<file path="config.mk">
export PLATFORM = sky130hd
export DESIGN_NAME = lcd_power_sequencer
export DESIGN_NICKNAME = d
export VERILOG_FILES = /design/src/rtl/lcd_power_sequencer_pkg.sv /design/src/rtl/lcd_pwm_gen.sv /design/src/rtl/lcd_power_sequencer.sv
export SDC_FILE = /design/constraint.sdc
export NUM_CORES = 1
export LEC_CHECK = 0
export CAP_MARGIN = 10
export CELL_PAD_IN_SITES_DETAIL_PLACEMENT = 1
export CELL_PAD_IN_SITES_GLOBAL_PLACEMENT = 2
export CORE_UTILIZATION = 41
export DETAILED_ROUTE_END_ITERATION = 8
export GPL_ROUTABILITY_DRIVEN = 0
export PLACE_DENSITY = 0.81
export SYNTH_ARGS = -nofsm -noshare
export SYNTH_HDL_FRONTEND = slang
export SYNTH_SLANG_ARGS = --single-unit
</file>
<file path="constraint.sdc">
create_clock -name clk -period 7.5 [get_ports clk]
set_input_delay 1.875 -clock clk [delete_from_list [all_inputs] [get_ports clk]]
set_output_delay 1.875 -clock clk [all_outputs]
set_load 0.05 [all_outputs]
</file>
<file path="src/rtl/lcd_power_sequencer_pkg.sv">
// Shared definitions for the LVDS panel power sequencer: state encodings,
// default panel delays and small decode helpers.
package lcd_power_sequencer_pkg;

    typedef enum logic [2:0] {
        ST_OFF       = 3'd0,
        ST_WAIT_LOCK = 3'd1,
        ST_LINK_UP   = 3'd2,
        ST_RUN       = 3'd3,
        ST_BL_OFF    = 3'd4,
        ST_LINK_DOWN = 3'd5
    } seq_state_t;

    localparam int unsigned DWELL_W       = 32;
    localparam int unsigned T_VID2BL_DEF  = 20_000_000;
    localparam int unsigned T_BL2VID_DEF  = 20_000_000;
    localparam int unsigned T_OFF_MIN_DEF = 50_000_000;
    localparam int unsigned PWM_DIV_DEF   = 16;

    // The LVDS link (and with it the timing generator) is live in these states.
    function automatic logic link_active(seq_state_t s);
        return (s == ST_LINK_UP) || (s == ST_RUN) || (s == ST_BL_OFF);
    endfunction

endpackage

</file>
<file path="src/rtl/lcd_pwm_gen.sv">
// Backlight PWM: prescaled 8-bit counter with a duty value that is only
// updated at period boundaries, so brightness changes never glitch a period.
module lcd_pwm_gen
    import lcd_power_sequencer_pkg::*;
#(
    parameter int unsigned PWM_DIV = PWM_DIV_DEF
) (
    input  logic       clk,
    input  logic       rst_n,
    input  logic       enable,
    input  logic [7:0] brightness,
    output logic       led_pwm
);

    localparam int unsigned PRESC_W = (PWM_DIV > 1) ? $clog2(PWM_DIV) : 1;
    localparam logic [PRESC_W-1:0] PRESC_MAX = PRESC_W'(PWM_DIV - 1);

    logic [PRESC_W-1:0] presc_q, presc_d;
    logic [7:0]         cnt_q, cnt_d;
    logic [7:0]         duty_q, duty_d;
    logic               en_q;
    logic               pwm_q, pwm_d;

    always_comb begin
        presc_d = presc_q;
        cnt_d   = cnt_q;
        duty_d  = duty_q;
        if (!enable) begin
            presc_d = '0;
            cnt_d   = '0;
        end else if (!en_q) begin
            duty_d = brightness;
        end else if (presc_q == PRESC_MAX) begin
            presc_d = '0;
            cnt_d   = cnt_q + 8'd1;
            if (cnt_q == 8'hFF) begin
                duty_d = brightness;
            end
        end else begin
            presc_d = presc_q + 1'b1;
        end
        // Decoded from next-state values so the flop matches the counter it describes.
        pwm_d = enable && ((duty_d == 8'hFF) || (cnt_d < duty_d));
    end

    always_ff @(posedge clk or negedge rst_n) begin
        if (!rst_n) begin
            presc_q <= '0;
            cnt_q   <= '0;
            duty_q  <= '0;
            en_q    <= 1'b0;
            pwm_q   <= 1'b0;
        end else begin
            presc_q <= presc_d;
            cnt_q   <= cnt_d;
            duty_q  <= duty_d;
            en_q    <= enable;
            pwm_q   <= pwm_d;
        end
    end

    assign led_pwm = pwm_q;

endmodule

</file>
<file path="src/rtl/lcd_power_sequencer.sv">
// LVDS panel power sequencer: gates video on MMCM lock, times link/backlight
// delays with a single dwell counter and drives the backlight PWM.
module lcd_power_sequencer
    import lcd_power_sequencer_pkg::*;
#(
    parameter int unsigned T_VID2BL  = T_VID2BL_DEF,
    parameter int unsigned T_BL2VID  = T_BL2VID_DEF,
    parameter int unsigned T_OFF_MIN = T_OFF_MIN_DEF,
    parameter int unsigned PWM_DIV   = PWM_DIV_DEF
) (
    input  logic       clk,
    input  logic       rst_n,
    input  logic       pwr_req,
    input  logic       pll_locked,
    input  logic [7:0] brightness,
    output logic       video_en,
    output logic       led_en,
    output logic       led_pwm,
    output logic       panel_ready,
    output logic [2:0] seq_state
);

    localparam logic [DWELL_W-1:0] VID2BL_LD = DWELL_W'(T_VID2BL - 1);
    localparam logic [DWELL_W-1:0] BL2VID_LD = DWELL_W'(T_BL2VID - 1);
    localparam logic [DWELL_W-1:0] OFF_LD    = DWELL_W'(T_OFF_MIN - 1);

    seq_state_t         state_q, state_d;
    logic [DWELL_W-1:0] cnt_q, cnt_d;
    logic               video_en_q, led_en_q, ready_q;
    logic               run_d;

    always_comb begin
        state_d = state_q;
        cnt_d   = cnt_q;
        case (state_q)
            ST_OFF: begin
                if (pwr_req) state_d = ST_WAIT_LOCK;
            end
            ST_WAIT_LOCK: begin
                if (!pwr_req) begin
                    state_d = ST_OFF;
                end else if (pll_locked) begin
                    state_d = ST_LINK_UP;
                    cnt_d   = VID2BL_LD;
                end
            end
            ST_LINK_UP: begin
                // An abort outranks the timer: the backlight must never come on without lock.
                if (!pwr_req || !pll_locked) begin
                    state_d = ST_LINK_DOWN;
                    cnt_d   = OFF_LD;
                end else if (cnt_q == '0) begin
                    state_d = ST_RUN;
                end else begin
                    cnt_d = cnt_q - 1'b1;
                end
            end
            ST_RUN: begin
                if (!pwr_req || !pll_locked) begin
                    state_d = ST_BL_OFF;
                    cnt_d   = BL2VID_LD;
                end
            end
            ST_BL_OFF: begin
                if (cnt_q == '0) begin
                    state_d = ST_LINK_DOWN;
                    cnt_d   = OFF_LD;
                end else begin
                    cnt_d = cnt_q - 1'b1;
                end
            end
            ST_LINK_DOWN: begin
                if (cnt_q == '0) begin
                    state_d = ST_OFF;
                end else begin
                    cnt_d = cnt_q - 1'b1;
                end
            end
            default: begin
                state_d = ST_OFF;
                cnt_d   = '0;
            end
        endcase
    end

    assign run_d = (state_d == ST_RUN);

    always_ff @(posedge clk or negedge rst_n) begin
        if (!rst_n) begin
            state_q    <= ST_OFF;
            cnt_q      <= '0;
            video_en_q <= 1'b0;
            led_en_q   <= 1'b0;
            ready_q    <= 1'b0;
        end else begin
            state_q    <= state_d;
            cnt_q      <= cnt_d;
            video_en_q <= link_active(state_d);
            led_en_q   <= run_d;
            ready_q    <= run_d;
        end
    end

    lcd_pwm_gen #(
        .PWM_DIV(PWM_DIV)
    ) u_pwm (
        .clk       (clk),
        .rst_n     (rst_n),
        .enable    (run_d),
        .brightness(brightness),
        .led_pwm   (led_pwm)
    );

    assign video_en    = video_en_q;
    assign led_en      = led_en_q;
    assign panel_ready = ready_q;
    assign seq_state   = state_q;

endmodule
</file>
---- Word-level counts from Yosys, hierarchy flattened ----
Index checks and enable logic that the tools add are counted.
operators by class
  bitwise gates (word level) .............. 1
  equal/unequal tests ..................... 15
  order comparisons ....................... 1
  reduce and logical (&&, ||, !) cells .... 10
  $add $sub $neg .......................... 3
  mux-type cells .......................... 26
operators with widths
  operator                                                               number
  32-bit two-way mux                                                     6
  32-bit case mux with 6 select lines                                    1
  8-bit two-way mux                                                      7
  32-bit zero test                                                       1
  32-bit by 1-bit subtractor with 32-bit output, second input constant   1
  3-bit two-way mux                                                      8
  3-bit case mux with 6 select lines                                     1
  8-bit equality test, second input constant                             2
  3-bit by 2-bit equality test with 1-bit output, second input constant  4
  4-bit two-way mux                                                      3
  3-bit equality test, second input constant                             3
  8-bit by 1-bit adder with 8-bit output, second input constant          1
  8-bit < comparator                                                     1
  2-bit inequality test, second input constant                           4
  4-bit by 1-bit adder with 4-bit output, second input constant          1
  4-bit equality test, second input constant                             1
  1-bit logical OR                                                       4
  4-bit AND reduction                                                    1
  3-bit by 1-bit equality test with 1-bit output, second input constant  1
  3-bit zero test                                                        1
  1-bit zero test                                                        2
  1-bit logical AND                                                      1
  1-bit inverter                                                         1
storage, ports and cells
  input port bits ......................... 12
  output and inout bits ................... 7
  flip-flop bits (word level) ............. 58
  word-level logic and storage cells ...... 64

---- Logic depth before layout (Yosys ltp) ----
Gate-level depths: netlist of the first run.
  depth in word-level cells ............... 9
  gate-level depth with buffers ........... 15
  gate-level depth less buffers ........... 14

---- Modules after synthesis ----
Synthesis of the first run repeated with hierarchy kept, for this count alone.
second synthesis, totals
  cells, all modules ...................... 430
  area, all modules ....................... 3,906.2 sq um
by module, submodules not included
  module               instances  area each (sq um)  sequential area each (sq um)  cells an instance
  lcd_power_sequencer  1          2,631.3            925.9                         311
  lcd_pwm_gen          1          1,275.0            550.5                         119

---- Worst setup path after synthesis of the first run ----
No wires, ideal clock.
  kind .................................... input -> register
  start ................................... input pwr_req
  end ..................................... register u_pwm.pwm_q, in the netlist u_pwm.led_pwm
  cell stages on the path ................. 12
  library setup time ...................... 66 ps
  arrival time ............................ 3,773 ps
  path buffers ............................ 1
  setup slack ............................. 3,662 ps
  data required time ...................... 7,434 ps
  path through ............................ nand2_1 > nor2_1 > o21ai_2 > nor2_4 > buf_6 > mux2i_1 > ha_1 > a21o_1 > a21oi_1 > o221ai_1 > nor3_1 > o31a_1
on the way
  word-level cells in the longest chain between the ends .. 9
  elaborated cells between the ends (all ways) .. 14
  those cells by class .................... 1 x order compare; 2 x eq/ne; 7 x mux; 4 x reduce/logical
ends and longest elaborated chain
  element                                                           line                                                  source
  from (decl)                                                       lcd_power_sequencer.sv:13                             input logic pwr_req,
  1-bit zero test                                                   lcd_power_sequencer.sv:49, lcd_power_sequencer.sv:59
  1-bit logical OR                                                  lcd_power_sequencer.sv:49, lcd_power_sequencer.sv:59
  3-bit two-way mux, on equally long branches                       lcd_power_sequencer.sv:59, lcd_power_sequencer.sv:49
  3-bit case mux with 6 select lines (*)                            lcd_power_sequencer.sv:35                             case (state_q)
  3-bit by 2-bit equality test with 1-bit output (*)                lcd_power_sequencer.sv:86                             assign run_d = (state_d == ST_RUN);
  8-bit two-way mux                                                 lcd_pwm_gen.sv:28                                     if (!enable) begin
  8-bit < comparator / 8-bit equality test (equally long branches)  lcd_pwm_gen.sv:43                                     pwm_d = enable && ((duty_d == 8'hFF) || (cnt_d < duty_d));
  1-bit logical OR                                                  lcd_pwm_gen.sv:43
  1-bit logical AND (*)                                             lcd_pwm_gen.sv:43
  net u_pwm.pwm_d                                                   lcd_pwm_gen.sv:22                                     logic pwm_q, pwm_d;
  to (signal assigned)                                              lcd_pwm_gen.sv:58                                     pwm_q <= pwm_d;
  to (decl)                                                         lcd_pwm_gen.sv:22
The timed path passes the listed nets; every way through them passes the cells marked *.
A chain may end at the register's enable or synchronous reset.

---- Worst setup path in the final report of the first run ----
Ends and elaborated chain as after synthesis.

==> qor.tcl, run 1 <==
set qor(powerDensity_nw_per_um2) 348.7
set qor(fill_cells) 994
set qor(finalMaxSlewViolations) 0
set qor(fp-row-count) 33
set qor(grt_pass1_vias) 3408
set qor(synthesis.area_sq_um) 3630
set qor(grt_start_max_net_pins) 59
set qor(holdPathStages) 1
set qor(power_frac_seq_pct) 33.7
set qor(cp_max_fo) 15
set qor(cp.required_ns) 7.78
set qor(fmax_mhz) 218.4
set qor(final-hold-violation-count) 0
set qor(number_of_distinct_library_cells_after_synthesis) 62
set qor(worstSetupStartpointType) {primary input}
set qor(core_sq_um) 8382
set qor(synth.avg_cell_area_sq_um) 9.007
set qor(synth.largest_area_cell) {sky130_fd_sc_hd__dfrtp_1}
set qor(synth-seq-cells) 58
set qor(syn-num-nets) 426
set qor(grt_pass1_wl_mm) 17.57
set qor(start_util_pct) 43.30
set qor(place_hpwl_mm) 7.355
set qor(first_pass_iters) 4
set qor(route.vias.total) 3270
set qor(worst-r2r-setup-slack_ns) 3.16
set qor(detailedPlace.worstSlack_ns) 2.596
set qor(fin_crit_ns) 4.579
set qor(detail_route.drc_violations) 0
set qor(arrival_ns) 4.86
set qor(gr-total-overflow) 0
set qor(hold_slack_ns) 0.4942
set qor(post_route_clock_skew_ns) 0.01243
set qor(synth_sequential_area_ratio_pct) 39.99
set qor(cell_types_with_the_highest_counts_after_synthesis) {sky130_fd_sc_hd__dfrtp_1 (58), sky130_fd_sc_hd__nor2_1 (36), sky130_fd_sc_hd__nand2_1 (27), sky130_fd_sc_hd__o21ai_0 (27), sky130_fd_sc_hd__a21oi_1 (25)}
set qor(die_area_sq_um) 9233
set qor(yosys-top-cells-area) {sky130_fd_sc_hd__dfrtp_1 (40%), sky130_fd_sc_hd__ha_1 (3.8%), sky130_fd_sc_hd__nor2_1 (3.7%)}
set qor(yosysTopAreaCellShare_pct) 39.99
set qor(synth_edf_count) 0
set qor(cts.root.buffer_cell) {sky130_fd_sc_hd__clkbuf_8}
set qor(cts_tree) {yes}
set qor(hold_buffers) 0
set qor(rr_worst_depth) 13
set qor(ir_drop_mv) 0.3334
set qor(path_clk_slew_ns) 0.07
set qor(drive_gt1_share_pct) 7.565
set qor(hold_path.class) {flop to flop}
set qor(avgRoutedWirePerCell_um) 19.99
set qor(yosys.cell_count.top_type) {sky130_fd_sc_hd__dfrtp_1}
set qor(run_status) {finished clean}
set qor(post_synth_inst_count) 403
set qor(holdCritStartpoint) {cnt_q[17]}
set qor(route.final.wire_length_mm) 10.56
set qor(power_frac_comb_pct) 38.8
set qor(io_buffer_count) 18
set qor(dominantRegCellSynth) {sky130_fd_sc_hd__dfrtp_1}
set qor(cts_max_level) 3
set qor(final_area_sq_um) 4148
set qor(p_int_mw) 0.8459
set qor(layout_setup_ws_ns) 2.921
set qor(max_slew.worst_pin.slew_ns) 1.040
set qor(cts_setup_buffers) 0
set qor(leakagePower_nw) 1.674
set qor(clkPwrFrac_pct) 27.6
set qor(post_cts.resized_instances) 0
set qor(io_pins) 19
set qor(clock_insertion_delay_at_the_later_pin_of_the_skew_report_ns) 0.34
set qor(slew_headroom_pct) 29.96
set qor(worst_r2r_endpoint) {u_pwm.led_pwm}
set qor(hold_end) {cnt_q[17]}
set qor(criticalPathCategory) {primary input to flop}
set qor(detail-route-antenna-nets) 0
set qor(end_kind) {flop}
set qor(drtIter0Drc) 112
set qor(cts_buffer_depth) 2
set qor(area_growth_syn_to_layout_pct) 14.27
set qor(synth_warn) 0
set qor(switching_power_mw) 0.6004
set qor(diodes) 0
set qor(rsz0062_at_grt) {false}
set qor(die_h_um) 96.09
set qor(detailed_place.area_sq_um) 3881
set qor(post-route-period-util_pct) 61.05
set qor(switching_share_pct) 41.51
set qor(reported_max_cap_violation_count) 0
set qor(detail_route.vias_per_cell) 6.193
set qor(fin_setup_tns_ns) 0
set qor(number_of_antenna_violations_at_the_first_check_in_global_routing) 0
set qor(clock_sinks) 58
set qor(grt.total_usage_pct) 25.30
set qor(timing.rr.start) {cnt_q[15]}
set qor(fp.dieW_um) 96.09
set qor(total_clock_buffers_created_by_cts) 9
set qor(synth_async_sr_flop_share_pct) 100.0
set qor(layout.nets) 441
set qor(setup_viol_count_final) 0
## sequential cells by signal (all words and copies together) (netlist names)
signal / flops
u_pwm.en_q: 1
u_pwm.cnt_q: 8
video_en: 1
seq_state: 3
u_pwm.duty_q: 8
u_pwm.presc_q: 4
cnt_q: 32
u_pwm.led_pwm: 1
## cells in the final DEF, fill, tap and decap left out, drive strengths merged, types with 14 or more instances in the layout
| cell type | count |
|---|---|
| dfrtp | 58 |
| clkdlybuf4s50 | 17 |
| a21oi | 25 |
| nor3 | 14 |
| o21ai | 32 |
| nor2 | 37 |
| inv | 18 |
| nand4 | 16 |
| nand2 | 27 |
## stage by stage
step,util (%),total power [mW],std cells
final,49.49,1.446,528
after global routing,49.49,1.549,528
after detailed placement,46.31,1.053,512
after floorplan,-,0.8669,403
after CTS,49.49,1.458,528
after global placement,46.31,1.033,512
## layer usage
layer  global-route usage [%]  wire, um  up-vias
met5                        0         0        -
met4                    8.458       155        0
met3                    3.318       237       14
met2                    43.44      5260       37
met1                    32.66      4901     1667
li1                         -         -     1552
## power by group through the flow
stage          Clock (mW)  Combinational, mW  Sequential, mW
2_1_floorplan           0              0.396           0.471
3_3_place_gp            0              0.545           0.488
3_5_place_dp            0              0.562           0.490
4_1_cts             0.407              0.565           0.486
5_1_grt             0.417              0.632           0.500
6_report            0.399              0.561           0.487
## critical path, stage by stage
cell and delay [ns]:
sky130_fd_sc_hd__clkdlybuf4s50_1 0.56, sky130_fd_sc_hd__nand2_1 0.21, sky130_fd_sc_hd__nor2_1 0.20, sky130_fd_sc_hd__o21ai_2 0.22, sky130_fd_sc_hd__nor2_4 0.49, sky130_fd_sc_hd__mux2i_1 0.25, sky130_fd_sc_hd__ha_1 0.26, sky130_fd_sc_hd__a21o_1 0.18
sky130_fd_sc_hd__a21oi_1 0.14, sky130_fd_sc_hd__o221ai_1 0.13, sky130_fd_sc_hd__nor3_1 0.19, sky130_fd_sc_hd__o31a_1 0.16
## how the worst max path moves through the flow
stage | startpoint | end | slack, ns | depth (start not counted)
after floorplan | pwr_req | u_pwm.led_pwm | 3.66 | 12
after global placement | pwr_req | u_pwm.led_pwm | 2.67 | 12
after detailed placement | pwr_req | u_pwm.led_pwm | 2.60 | 12
after CTS | pwr_req | u_pwm.led_pwm | 2.93 | 12
after global routing | pwr_req | u_pwm.led_pwm | 2.64 | 12
final | pwr_req | u_pwm.led_pwm | 2.92 | 12
## logic make-up after synthesis
group           share of synthesized area (%)
fa+ha+maj                               4.068
buf+inv                                 3.998
flops                                   39.99
xor+xnor                                3.619
simple gates                            21.51
mux                                     5.826
compound gates                          20.99
## final cells by class
cell class / count / area [sq um] / share of cell area (%)
Multi-Input combinational cell: 310 / 2033 / 49.02
Clock buffer: 11 / 141.4 / 3.409
Inverter: 18 / 67.56 / 1.629
Timing Repair Buffer: 21 / 197.7 / 4.766
Clock inverter: 5 / 125.1 / 3.017
Sequential cell: 58 / 1451 / 34.99
Tap cell: 105 / 131.4 / 3.167
Note: power is estimated with default switching activity, not from simulation.
==> inputs of run 2 (changes only) <==
CORE_UTILIZATION = 38   (was 41)
PLACE_DENSITY = 0.76   (was 0.81)
clock period = 4.6 ns   (was 7.5 ns; I/O delays follow)
==> run 2 against run 1 <==
Net effect: global-route usage is 2.2 points lower; count of clock-buffer cells in the layout stayed put; worst hold slack gained 0.0057 ns; combinational power up 70%; via count up 0.37%; critical path depth did not move; final cell count increased by 5.5%; clock skew shrank 0.0011 ns; utilization is 4.6 points lower; non-clock buffer count up 5; critical endpoint unchanged; largest cell class unchanged; largest power group unchanged.
==> qor.tcl, run 2 (synthesized netlist as in run 1, its figures left out) <==
set qor(run_status) {finished clean}
set qor(largest_register_ffs) 32
set qor(route.final.wire_length_mm) 10.50
set qor(io_pins) 19
set qor(detail-route-antenna-nets) 0
set qor(avgRoutedWirePerCell_um) 18.85
set qor(fp-row-count) 35
set qor(drive_gt1_share_pct) 8.879
set qor(cp.required_ns) 4.89
set qor(cts_tree) {yes}
set qor(ir_drop_mv) 0.2794
set qor(cp_max_fo) 15
set qor(worstSetupStartpointType) {flop}
set qor(finalPower_mw) 2.206
set qor(first_pass_iters) 4
set qor(final_area_sq_um) 4150
set qor(holdPathStages) 1
set qor(cts.root.buffer_cell) {sky130_fd_sc_hd__clkbuf_8}
set qor(path_clk_slew_ns) 0.07
set qor(rsz0062_at_grt) {false}
set qor(holdCritStartpoint) {cnt_q[19]}
set qor(drtIter0Drc) 98
set qor(post_route_clock_skew_ns) 0.01137
set qor(final-hold-violation-count) 0
set qor(finalNonFillerCells) 557
set qor(dp_cells) 541
set qor(cts_max_level) 3
set qor(top_layer_used) {met4}
set qor(met3WireLength_um) 267
set qor(crit_start) {cnt_q[7]}
set qor(die_area_sq_um) 9947
set qor(cts_setup_buffers) 0
set qor(finalMaxSlewViolations) 0
set qor(number_of_antenna_violations_at_the_first_check_in_global_routing) 0
set qor(end_kind) {flop}
set qor(layout_top_registers) {cnt_q (32), u_pwm.cnt_q (8), u_pwm.duty_q (8)}
set qor(diodes) 0
set qor(start_util_pct) 39.28
set qor(place_hpwl_mm) 7.489
set qor(post-route-period-util_pct) 89.16
set qor(core_sq_um) 9240
set qor(slew_headroom_pct) 43.53
set qor(leakagePower_nw) 1.668
set qor(detail_route.drc_violations) 0
set qor(timing.rr.start) {cnt_q[7]}
set qor(layout.cells.most_common_list) {sky130_fd_sc_hd__dfrtp_1 (58), sky130_fd_sc_hd__nor2_1 (36), sky130_fd_sc_hd__nand2_1 (27), sky130_fd_sc_hd__o21ai_0 (27), sky130_fd_sc_hd__a21oi_1 (25)}
set qor(arrival_ns) 4.39
set qor(grt_pass1_wl_mm) 17.71
set qor(io_buffer_count) 18
set qor(route.vias.total) 3282
set qor(total_clock_buffers_created_by_cts) 9
set qor(fmax_mhz) 243.8
set qor(grt_pass1_vias) 3424
set qor(detailed_place.area_sq_um) 3949
set qor(drt_met1_wl_mm) 4.755
set qor(powerDensity_nw_per_um2) 531.6
set qor(dr_wl_met2_mm) 5.297
set qor(reported_max_cap_violation_count) 0
set qor(layout.nets) 446
set qor(grt.total_usage_pct) 23.14
set qor(max_slew.worst_pin.slew_ns) 0.8257
set qor(leading_cell_type_in_the_layout_fill_and_taps_excluded) {sky130_fd_sc_hd__dfrtp_1}
set qor(criticalPathCategory) {flop to flop}
set qor(clock_sinks) 58
set qor(rr_worst_depth) 12
set qor(die_h_um) 99.74
set qor(largest_register) {cnt_q}
set qor(gr-total-overflow) 0
set qor(detail_route.vias_per_cell) 5.892
set qor(grt_start_max_net_pins) 33
set qor(clock_insertion_delay_at_the_later_pin_of_the_skew_report_ns) 0.35
set qor(area_growth_syn_to_layout_pct) 14.34
set qor(setup_viol_count_final) 0
set qor(fin_setup_tns_ns) 0
set qor(hold_path.class) {flop to flop}
set qor(fin_crit_ns) 4.101
set qor(cts_buffer_depth) 2
set qor(fp.dieW_um) 99.74
## run 2: cell types whose count changed in the layout (fill, tap and decap cells not counted), sizes merged
cell,change
bufinv,-3
buf,+5
clkinv,+3
## run 2: timing repair
item	4_1_cts	5_1_grt
gates resized for setup	0	1
hold buffers	0	0
endpoints found under the hold margin	0	0
endpoints found under the setup margin	0	1
## run 2: layout make-up
type / instances / area (sq um)
Clock inverter: 5 / 53.80
Clock buffer: 11 / 141.4
Inverter: 18 / 67.56
Multi-Input combinational cell: 310 / 2039
Tap cell: 129 / 161.4
Sequential cell: 58 / 1451
Timing Repair Buffer: 26 / 235.2
Fill cell: 1090 / 5090
## run 2: worst paths after layout
| path | end | slack, ns |
|---|---|---|
| worst max register to register | u_pwm.led_pwm | 0.50 |
| max in group asynchronous | u_pwm.cnt_q[6] | 2.84 |
| worst min-delay path | cnt_q[19] | 0.50 |
| worst max-delay path | u_pwm.led_pwm | 0.50 |
| min in group asynchronous | seq_state[2] | 0.89 |
| worst min register to register | cnt_q[19] | 0.50 |
## run 2: per-stage QoR
| step | util (%) | worst slack (ns) | hold slack [ns] |
|---|---|---|---|
| floorplan | - | 0.9786 | 0.4521 |
| global placement | 42.74 | 0.4558 | 0.4743 |
| detailed placement | 42.74 | 0.3781 | 0.4855 |
| CTS | 44.85 | 0.3868 | 0.5001 |
| global route | 44.92 | 0.2015 | 0.5204 |
| finish | 44.92 | 0.4986 | 0.4998 |
## run 2: power by group
group / total [mW] / leakage [nW] / internal (mW) / switching [mW]
Sequential: 0.771 / 0.771 / 0.629 / 0.143
Combinational: 0.953 / 0.794 / 0.341 / 0.612
Clock: 0.482 / 0.103 / 0.263 / 0.219
## run 2: per-layer routing
metal / vias up / GRT usage [%]
met5: - / 0
met4: 0 / 8.371
met3: 16 / 4.146
met2: 38 / 40.16
met1: 1660 / 28.69
li1: 1568 / -
## run 2: critical path: stages, from the launching register on
cell	delay, ns
sky130_fd_sc_hd__dfrtp_1	0.42
sky130_fd_sc_hd__or4_1	0.60
sky130_fd_sc_hd__or4_1	0.61
sky130_fd_sc_hd__nor4_4	0.34
sky130_fd_sc_hd__o21ai_2	0.27
sky130_fd_sc_hd__nor2_4	0.49
sky130_fd_sc_hd__mux2i_1	0.27
sky130_fd_sc_hd__ha_1	0.27
sky130_fd_sc_hd__a21o_1	0.18
sky130_fd_sc_hd__a21oi_1	0.14
sky130_fd_sc_hd__o221ai_1	0.12
sky130_fd_sc_hd__nor3_1	0.19
sky130_fd_sc_hd__o31a_1	0.16
==> inputs of run 3 (changes only) <==
CORE_UTILIZATION = 37   (was 38)
PLACE_DENSITY = 0.74   (was 0.76)
==> run 3 against run 2 <==
Net effect: total power rose by 2.5%; sequential share of layout area barely moved; worst hold slack got worse by 0.0095 ns; final area barely moved; global-route usage fell by 0.42 points; via count fell by 1.2%; sequential power rose by 2.7%; maximum frequency rose by 1.0%; critical endpoint unchanged; largest power group unchanged.
==> qor.tcl, run 3 (synthesized netlist as in run 1, its figures left out) <==
set qor(layout_top_registers) {cnt_q (32), u_pwm.cnt_q (8), u_pwm.duty_q (8)}
set qor(route.vias.total) 3241
set qor(start_util_pct) 38.73
set qor(number_of_antenna_violations_at_the_first_check_in_global_routing) 0
set qor(io_buffer_count) 18
set qor(post-route-period-util_pct) 88.28
set qor(grt.met3_usage_pct) 4.785
set qor(multiInputGateArea_sq_um) 2033
set qor(slew_headroom_pct) 41.61
set qor(fp-row-count) 35
set qor(drtIter0Drc) 120
set qor(ir_drop_mv) 0.3459
set qor(die_area_sq_um) 10210
set qor(met2_capacity_usage_during_global_routing_pct) 39.51
set qor(powerDensity_nw_per_um2) 544.8
set qor(cts_setup_buffers) 0
set qor(rsz0062_at_grt) {false}
set qor(grt.total_usage_pct) 22.72
set qor(detailed_place.area_sq_um) 3934
set qor(area_growth_syn_to_layout_pct) 14.41
set qor(grt_busiest_layer) {met2}
set qor(cp_max_fo) 15
set qor(criticalPathCategory) {flop to flop}
set qor(path_clk_slew_ns) 0.08
set qor(post_route_clock_skew_ns) 0.008166
set qor(largest_register) {cnt_q}
set qor(die_h_um) 101.0
set qor(cts.root.buffer_cell) {sky130_fd_sc_hd__clkbuf_8}
set qor(hold_path.class) {flop to flop}
set qor(detail_route.vias_per_cell) 5.840
set qor(post_cts.resized_instances) 0
set qor(drive_gt1_share_pct) 8.216
set qor(final_area_sq_um) 4153
set qor(arrival_ns) 4.35
set qor(final-hold-violation-count) 0
set qor(finalMaxSlewViolations) 0
set qor(largest_register_ffs) 32
set qor(place_hpwl_mm) 7.533
set qor(cp.required_ns) 4.89
set qor(hold_slack_ns) 0.4904
set qor(worstSetupStartpointType) {flop}
set qor(cts_tree) {yes}
set qor(clock_insertion_delay_at_the_later_pin_of_the_skew_report_ns) 0.34
set qor(detail_route.drc_violations) 0
set qor(fin_setup_tns_ns) 0
set qor(layout.nets) 444
set qor(total_clock_buffers_created_by_cts) 9
set qor(cts_buffer_depth) 2
set qor(finalPower_mw) 2.262
set qor(max_slew.worst_pin.slew_ns) 0.8700
set qor(core_sq_um) 9371
set qor(end_kind) {flop}
set qor(sequential_standard_cell_area_sq_um) 1451
set qor(grt_start_max_net_pins) 35
set qor(io_pins) 19
set qor(route.final.wire_length_mm) 10.59
set qor(diodes) 0
set qor(grt_pass1_vias) 3437
set qor(reported_max_cap_violation_count) 0
set qor(fin_crit_ns) 4.061
set qor(detail-route-antenna-nets) 0
set qor(layout.cells.most_common_list) {sky130_fd_sc_hd__dfrtp_1 (58), sky130_fd_sc_hd__nor2_1 (36), sky130_fd_sc_hd__nand2_1 (27), sky130_fd_sc_hd__o21ai_0 (27), sky130_fd_sc_hd__a21oi_1 (25)}
set qor(hold_buffers) 0
set qor(fmax_mhz) 246.3
set qor(first_pass_iters) 4
set qor(avgRoutedWirePerCell_um) 19.07
set qor(cts_max_level) 3
set qor(fp.dieW_um) 101.0
set qor(run_status) {finished clean}
set qor(leading_cell_type_in_the_layout_fill_and_taps_excluded) {sky130_fd_sc_hd__dfrtp_1}
set qor(clock_sinks) 58
set qor(gr-total-overflow) 0
set qor(global_route.usage.met1_pct) 28.34
set qor(setup_viol_count_final) 0
set qor(leakagePower_nw) 1.662
set qor(grt_pass1_wl_mm) 17.67
set qor(fill_cells) 1123
-- run 3: stage by stage --
step	util [%]	cells	setup slack, ns
floorplan	-	403	0.9786
global placement	41.98	539	0.4492
detailed placement	41.98	539	0.3896
CTS	44.31	555	0.5263
global route	44.31	555	0.1394
finish	44.31	555	0.5393
-- run 3: path summary, 6_finish.rpt --
path / end / slack, ns / startpoint / depth (start not counted)
max in group asynchronous: cnt_q[12] / 2.82 / rst_n / 2
max: u_pwm.led_pwm / 0.54 / cnt_q[7] / 12
min reg2reg: cnt_q[19] / 0.49 / cnt_q[19] / 1
max reg2reg: u_pwm.led_pwm / 0.54 / cnt_q[7] / 12
min in group asynchronous: u_pwm.presc_q[3] / 0.91 / rst_n / 1
min: cnt_q[19] / 0.49 / cnt_q[19] / 1
-- run 3: layer usage --
layer	share of wire (%)	wire [um]
met1	46	4820
met2	51	5365
met3	2.4	254
met4	1.4	146
met5	0	0
-- run 3: cell type report --
| cell class | count | area share (%) |
|---|---|---|
| clock buffers | 11 | 3.405 |
| clock inverters | 5 | 1.868 |
| inverters | 18 | 1.627 |
| multi-input cells | 310 | 48.96 |
| flip-flops and latches | 58 | 34.95 |
| well taps | 129 | 3.887 |
| repair buffers | 24 | 5.303 |
-- run 3: worst max-delay path, stage by stage, from the launching register on --
cell and delay (ns):
sky130_fd_sc_hd__dfrtp_1 0.42, sky130_fd_sc_hd__or4_1 0.60, sky130_fd_sc_hd__or4_1 0.59, sky130_fd_sc_hd__nor4_4 0.32
sky130_fd_sc_hd__o21ai_2 0.27, sky130_fd_sc_hd__nor2_4 0.49, sky130_fd_sc_hd__mux2i_1 0.25, sky130_fd_sc_hd__ha_1 0.27
sky130_fd_sc_hd__a21o_1 0.18, sky130_fd_sc_hd__a21oi_1 0.13, sky130_fd_sc_hd__o221ai_1 0.12, sky130_fd_sc_hd__nor3_1 0.20
sky130_fd_sc_hd__o31a_1 0.16
-- run 3: power by group --
group	internal, mW	switching [mW]
clock network	0.318	0.223
registers	0.628	0.164
logic	0.332	0.597
total	1.28	0.984
